--- src/rtl/decimator_pkg.sv ---
// Shared constants and helpers for the power-of-two decimator.
package decimator_pkg;

  localparam logic MODE_PICK = 1'b0;
  localparam logic MODE_AVG  = 1'b1;

  // The sum of up to 2^log2_max_factor samples needs log2_max_factor extra bits.
  function automatic int acc_width(input int word_length, input int log2_max_factor);
    return word_length + log2_max_factor;
  endfunction

  function automatic int clamp_sel(input int sel, input int max_sel);
    return (sel > max_sel) ? max_sel : sel;
  endfunction

endpackage

--- src/rtl/decim_group_ctrl.sv ---
// Group bookkeeping: sample counter, per-group config latch and factor clamp.
module decim_group_ctrl
  import decimator_pkg::*;
#(
  parameter int log2_max_factor = 4,
  parameter int sel_width       = $clog2(log2_max_factor + 1)
) (
  input  logic                 clock,
  input  logic                 reset,
  input  logic                 accept,
  input  logic [sel_width-1:0] factor_sel,
  input  logic                 mode,
  output logic                 first_sample,
  output logic                 last_sample,
  output logic [sel_width-1:0] eff_shift,
  output logic                 eff_mode
);

  logic [log2_max_factor-1:0] r_count;
  logic [sel_width-1:0]       r_shift;
  logic                       r_mode;
  logic [sel_width-1:0]       w_sel_clamped;
  logic [log2_max_factor:0]   w_one;

  assign w_sel_clamped = sel_width'(clamp_sel(int'(factor_sel), log2_max_factor));
  assign w_one         = (log2_max_factor + 1)'(1);

  // Live inputs steer the first sample of a group; the latched copy steers the rest.
  assign first_sample = (r_count == '0);
  assign eff_shift    = first_sample ? w_sel_clamped : r_shift;
  assign eff_mode     = first_sample ? mode : r_mode;
  assign last_sample  = (r_count == log2_max_factor'((w_one << eff_shift) - w_one));

  always_ff @(posedge clock) begin
    if (reset) begin
      r_count <= '0;
      r_shift <= '0;
      r_mode  <= MODE_PICK;
    end else if (accept) begin
      if (first_sample) begin
        r_shift <= w_sel_clamped;
        r_mode  <= mode;
      end
      r_count <= last_sample ? '0 : r_count + log2_max_factor'(1);
    end
  end

endmodule

--- src/rtl/decimator_n.sv ---
// Run-time selectable 2^k decimator with pick-last and block-average modes.
module decimator_n
  import decimator_pkg::*;
#(
  parameter int word_length     = 8,
  parameter int log2_max_factor = 4,
  parameter int sel_width       = $clog2(log2_max_factor + 1)
) (
  input  logic                   clock,
  input  logic                   reset,
  input  logic [word_length-1:0] data_in,
  input  logic                   in_valid,
  input  logic                   hold,
  input  logic [sel_width-1:0]   factor_sel,
  input  logic                   mode,
  output logic [word_length-1:0] data_out,
  output logic                   out_valid
);

  localparam int ACC_W = acc_width(word_length, log2_max_factor);

  logic                 w_accept;
  logic                 w_first;
  logic                 w_last;
  logic [sel_width-1:0] w_eff_shift;
  logic                 w_eff_mode;
  logic [ACC_W-1:0]     w_sum;
  logic [ACC_W-1:0]     r_acc;

  assign w_accept = in_valid & ~hold;

  decim_group_ctrl #(
    .log2_max_factor(log2_max_factor),
    .sel_width      (sel_width)
  ) u_ctrl (
    .clock       (clock),
    .reset       (reset),
    .accept      (w_accept),
    .factor_sel  (factor_sel),
    .mode        (mode),
    .first_sample(w_first),
    .last_sample (w_last),
    .eff_shift   (w_eff_shift),
    .eff_mode    (w_eff_mode)
  );

  // Running group sum including the current sample; a new group restarts from it.
  assign w_sum = w_first ? ACC_W'(data_in) : r_acc + ACC_W'(data_in);

  always_ff @(posedge clock) begin
    if (reset) begin
      r_acc     <= '0;
      data_out  <= '0;
      out_valid <= 1'b0;
    end else begin
      out_valid <= w_accept & w_last;
      if (w_accept) begin
        r_acc <= w_sum;
        if (w_last) begin
          data_out <= (w_eff_mode == MODE_AVG) ? word_length'(w_sum >> w_eff_shift) : data_in;
        end
      end
    end
  end

endmodule

--- config.mk ---
export PLATFORM = sky130hd
export DESIGN_NAME = decimator_n
export DESIGN_NICKNAME = d
export VERILOG_FILES = /design/src/rtl/decimator_pkg.sv /design/src/rtl/decim_group_ctrl.sv /design/src/rtl/decimator_n.sv
export SDC_FILE = /design/constraint.sdc
export NUM_CORES = 1
export LEC_CHECK = 0
export CORE_ASPECT_RATIO = 0.75
export CORE_MARGIN = 5
export CORE_UTILIZATION = 55
export DETAILED_ROUTE_END_ITERATION = 10
export DONT_BUFFER_PORTS = 1
export MAX_ROUTING_LAYER = met4
export PLACE_DENSITY = 0.69
export SYNTH_ARGS = -nofsm -noshare
export SYNTH_HDL_FRONTEND = slang
export SYNTH_HIERARCHICAL = 1
export SYNTH_SLANG_ARGS = --single-unit
--- constraint.sdc ---
create_clock -name clock -period 4.66 [get_ports clock]
set_clock_uncertainty 0.2 [all_clocks]
set_input_delay 0.699 -clock clock [delete_from_list [all_inputs] [get_ports clock]]
set_output_delay 0.699 -clock clock [all_outputs]
set_load 0.005 [all_outputs]
# ---- Yosys cells after proc, flatten, opt, wreduce, memory -nomap -nowiden
# Cells that the tools add are included.
dict set report word_totals {
  out_inout_bits 9
  word_cells 24
  ff_bits 29
}
dict set report op_classes {
  n_eq_ne 1
  n_reduce_logical 2
  n_mux 6
  n_bitwise 3
  n_shift 2
  n_lt_le_gt_ge 1
  addsub 3
}
# op n
set op_table {}
lappend op_table {{adder 12 x 8 -> 12 bit} 1}
lappend op_table {{two-way mux 12 bit} 1}
lappend op_table {{>> shifter 12 x 3 -> 8 bit} 1}
lappend op_table {{two-way mux 8 bit} 1}
lappend op_table {{two-way mux 3 bit} 2}
lappend op_table {{adder 4 x 1 -> 4 bit (second input constant)} 1}
lappend op_table {{equality test 4 bit} 1}
lappend op_table {{logical NOT 4 bit} 1}
lappend op_table {{two-way mux 4 bit} 1}
lappend op_table {{<< shifter 1 x 3 -> 4 bit (first input constant)} 1}
lappend op_table {{subtractor 4 x 1 -> 4 bit (second input constant)} 1}
lappend op_table {{greater-than comparator 3 bit (second input constant)} 1}
lappend op_table {{AND 1 bit} 2}
lappend op_table {{AND reduction 2 bit} 1}
lappend op_table {{two-way mux 1 bit} 1}
lappend op_table {{NOT 1 bit} 1}

# ---- Longest topological paths before layout
dict set report logic_depth {
  ltp_word 7
  ltp_mapped 19
  depth_no_buf 18
}

# ---- By module
# Netlist, hierarchy kept.
# mod area_each_um2 n_inst cells_per_inst seq_area_each_um2
set modules_own_cells {}
lappend modules_own_cells {decimator_n 1924.3 1 266 420.4}
lappend modules_own_cells {decim_group_ctrl 651.9 1 75 160.2}

# ---- Least setup slack after synthesis
# OpenSTA, ideal clock, no wires.
dict set report synth_timing {
  path_type {reg2reg}
  start {reg u_ctrl.r_count[0]}
  end {reg data_out[2]}
  period_less_slack_ns 3.770
  setup_ns 0.116
  path_slack_ns 0.890
  stages_incl_launch_ff 17
  arrival_ns 3.453
  n_path_buf 2
  cell_sequence {dfxtp_1 > inv_1 > ha_1 > or3b_1 > buf_6 > nor4_2 > nor2_1 > ha_1 > xnor2_1 > a2111oi_1 > o311ai_2 > nor2_2 > and2_1 > clkbuf_1 > nand2_1 > a211o_1 > o211a_1}
}
dict set report synth_between {
  elab_chain_len 6
}
# element line
set synth_rtl {}
lappend synth_rtl {{start: declaration} decim_group_ctrl.sv:19} ;# logic [log2_max_factor-1:0] r_count;
lappend synth_rtl {{start signal: assignment} decim_group_ctrl.sv:44} ;# r_count <= last_sample ? '0 : r_count + log2_max_factor'(1);
lappend synth_rtl {{logical NOT 4 bit} decim_group_ctrl.sv:29} ;# assign first_sample = (r_count == '0);
lappend synth_rtl {{two-way mux 3 bit} n/a}
lappend synth_rtl {{<< shifter 1 x 3 -> 4 bit} decim_group_ctrl.sv:32} ;# assign last_sample = (r_count == log2_max_factor'((w_one << eff_shift) - w_one));
lappend synth_rtl {{subtractor 4 x 1 -> 4 bit} decim_group_ctrl.sv:32}
lappend synth_rtl {{equality test 4 bit (*)} decim_group_ctrl.sv:32}
lappend synth_rtl {{named net w_last} decimator_n.sv:24} ;# logic w_last;
lappend synth_rtl {{AND reduction 2 bit (no source line) (*)} n/a}
lappend synth_rtl {{end signal: assignment} decimator_n.sv:60} ;# data_out <= (w_eff_mode == MODE_AVG) ? word_length'(w_sum >> w_eff_shift) : data_in;
lappend synth_rtl {{end: declaration} decimator_n.sv:16} ;# output logic [word_length-1:0] data_out,
# The timed path passes the listed nets; every way through them passes the cells marked *.
# A chain may end at the register's enable or synchronous reset.

# ---- Worst setup path after layout
dict set report layout_timing {
  start {reg u_ctrl.r_count[0]}
  end {reg data_out[4]}
}
# The elaborated chain is that of the path after synthesis.

==> impl_metrics.toml <==
[global_route]
grt_first_pass_wirelength_um = 11200
grt_start_max_net_pins = 36
antenna_found_initial = 0
grt_usage_pct = 23.3
overflow = 0
grt_pass1_vias = 2204

[power_and_ir_drop]
power_density_mw_per_mm2 = 249
peakVddDrop_uv = 169
cellLeakagePower_nw = 0.939
fin_total_pwr_uw = 666

[sta]
setup_viol = 0
fin_ws_ps = 501
max_freq_mhz = 240
timing.final.crit_share_pct = 89.2
rsz0062_at_grt = "false"
finalHoldViolations = 0
fin_crit_ps = 4160
setup_tns_ps = 0
worst_pin_slew_ps = 597
drv_slew = 0
slew_headroom_pct = 60.1

[logic_synthesis]
ys_seq_area_share_pct = 22.5
ys_ff_latch = 29
synth_top_family_by_area = "simple AND/OR/NAND/NOR gates"
syn_inst = 341
async_flop_share_pct = 0
synth_edf_count = 0
synth_top_area_share_pct = 22.5
synth_compound_area_share_pct = 26.9
yosys-top-cells-count = "nor2_1 (42), nand2_1 (37), dfxtp_1 (29), a21oi_1 (20), clkbuf_1 (16)"
synth_fa_ha_area_share_pct = 6.12
syn_nets = 369
yosys_most_used_dff = "dfxtp_1"
yosys_warnings = 6
synth-xor-area-share_pct = 3.40
avgSynthCellArea_sq_um = 7.55
synth-simple-area-share_pct = 30.0
synth_area_leaders = "dfxtp_1 (23%), nor2_1 (6.1%), nand2_1 (5.4%), ha_1 (5.3%), mux2i_1 (4.3%)"
synthesis.area_sq_mm = 0.00258
yosysUniqueCellTypes = 69
synth_most_common_cell = "nor2_1"
synth_top_cell_by_area = "dfxtp_1"
synth_mux_area_share_pct = 5.15

[die]
core_region_area_sq_mm = 0.00449
dieHeight_um = 69.3
start_util_pct = 57.3
num_rows = 21
die_area_sq_mm = 0.00617
die_w_um = 89.0
ios = 25

[drt]
drtIter0Drc = 260
routed_wl_um = 6740
num_vias = 2473
drt-pass1-iter-count = 4
drcViolationCount = 0
viasPerCell = 6.36
ant_nets = 0
wl_per_cell_um = 17.3

[setup_path]
cpPeakStageDelay_ps = 510
crit_path_cell_trace = "inv_1 -> ha_1 -> or3b_4 -> nor4_2 -> nor2_1 -> ha_1 -> xnor2_1 -> a2111oi_1 -> o311ai_2 -> nor2_2 -> nand2_1 -> nor2_1 -> o21ai_0 -> a211oi_1 -> a32o_1"
cp_max_fo = 9
critPathKind = "register to register"
crit_path_start_kind = "register"
rr_worst_depth = 15
critPathSlowestCell = "a2111oi_1"
arrival_ps = 4190
cp.required_ps = 4690
cp-end-kind = "register"

[placed_design]
place.gp.congestion = 0.921
port_buffers = 0
dp_hpwl_um = 5030
preCtsSetupSlack_ps = 436

[cells_and_area]
layout.nets = 359
antenna_cells = 0
area_growth_pct = 3.69
post-route-util_pct = 59.5
drive_gt1_share_pct = 7.53

[status]
status = "complete, no violations"

[clocking]
cts_setup_buffers = 0
path_clk_slew_ps = 70
ctsHoldBuffers = 0
worstSkewPairLatency_ps = 280
cts_max_level = 2
cts_repair_resize_count = 0
cts_tree = "yes"
root_buffer = "clkbuf_8"
clock-sinks = 29
numCtsBuffers = 5
cts_max_path_buffers = 2

[hold_path]
min_delay_path_depth = 1
min_path_type = "primary input to register"

[job]
drv_cap = 0
-- cells by family (layout without fill, tap and decap cells) --
logic type / Yosys count / after routing
buffers and inverters: 34 / 25
XOR/XNOR: 10 / 10
adder cells (fa/ha/maj): 12 / 12
flip-flops: 29 / 29
multiplexers: 13 / 13
AO/OA/AOI/OAI: 95 / 95
AND/OR/NAND/NOR: 148 / 148
-- power breakdown --
| part | internal [mW] | switching [mW] |
|---|---|---|
| Sequential | 0.256 | 0.00762 |
| Combinational | 0.0728 | 0.127 |
| Clock | 0.103 | 0.0997 |
-- metrics by stage --
step	hold slack (ps)	instance area, sq um	instances
finish	279	2670	389
global route	265	2670	389
CTS	269	2670	389
detailed placement	287	2590	381
global placement	281	2590	381
floorplan	249	2580	341
-- metal layers --
metal	track usage [%]	vias to the layer above	part of all wire, %	wire [um]
li1	-	1252	-	-
met1	35.5	1142	51	3430
met2	30.6	74	41	2730
met3	5.82	5	7.9	529
met4	4.46	0	0.70	47
met5	-	-	0	0
-- critical path: cells and delay by family (launching register included) --
| kind | cells | cell delay [ps] |
|---|---|---|
| buffers and inverters | 1 | 100 |
| DFF | 1 | 360 |
| AOI/OAI and AO/OA | 5 | 1320 |
| adders and majority gates | 2 | 500 |
| xor gates and xnor gates | 1 | 130 |
| and+or+nand+nor | 6 | 1520 |
-- layout make-up --
cell class                 instances  area, sq um
multi-input combinational        278         1850
fill                             449         1820
sequential                        29          581
clock buffer                       6         72.6
tap                               57         71.3
inverter                          14         65.1
timing repair buffer               3         22.5
clock inverter                     2         10.0
-- sequential cells by signal (all words and copies together) (netlist names) --
signal and count:
r_acc 12, data_out 8, u_ctrl/r_count 4, u_ctrl/r_shift 3, out_valid 1, u_ctrl/r_mode 1
-- layout by cell type (no fill, tap or decap), types with 3 or more instances in the layout --
cell and instances:
nor2_1 42, nand2_1 37, dfxtp_1 29, a21oi_1 20, nor3_1 14, inv_1 12, a211oi_1 12, o21ai_0 12
mux2i_1 11, ha_1 11, xor2_1 6, nand2b_1 6, nor3b_1 6, and2_1 5, nand3_1 5, o211ai_1 5
clkbuf_8 5, nor4b_1 4, xnor2_1 4, o311ai_0 3, a211oi_2 3, o2111ai_1 3, a21o_1 3, o21a_1 3
a31oi_1 3, o221ai_1 3, nand4_1 3, a211o_1 3, or3_1 3, buf_4 3, nor2b_1 3
-- path summary, 6_finish.rpt --
path / start / end / slack (ps)
worst min register to register: u_ctrl/r_mode / u_ctrl/r_mode / 300
worst max register to register: u_ctrl/r_count[0] / data_out[4] / 500
worst min-delay path: reset / data_out[6] / 280
worst max-delay path: u_ctrl/r_count[0] / data_out[4] / 500
Power figures use the tool's default switching activity.
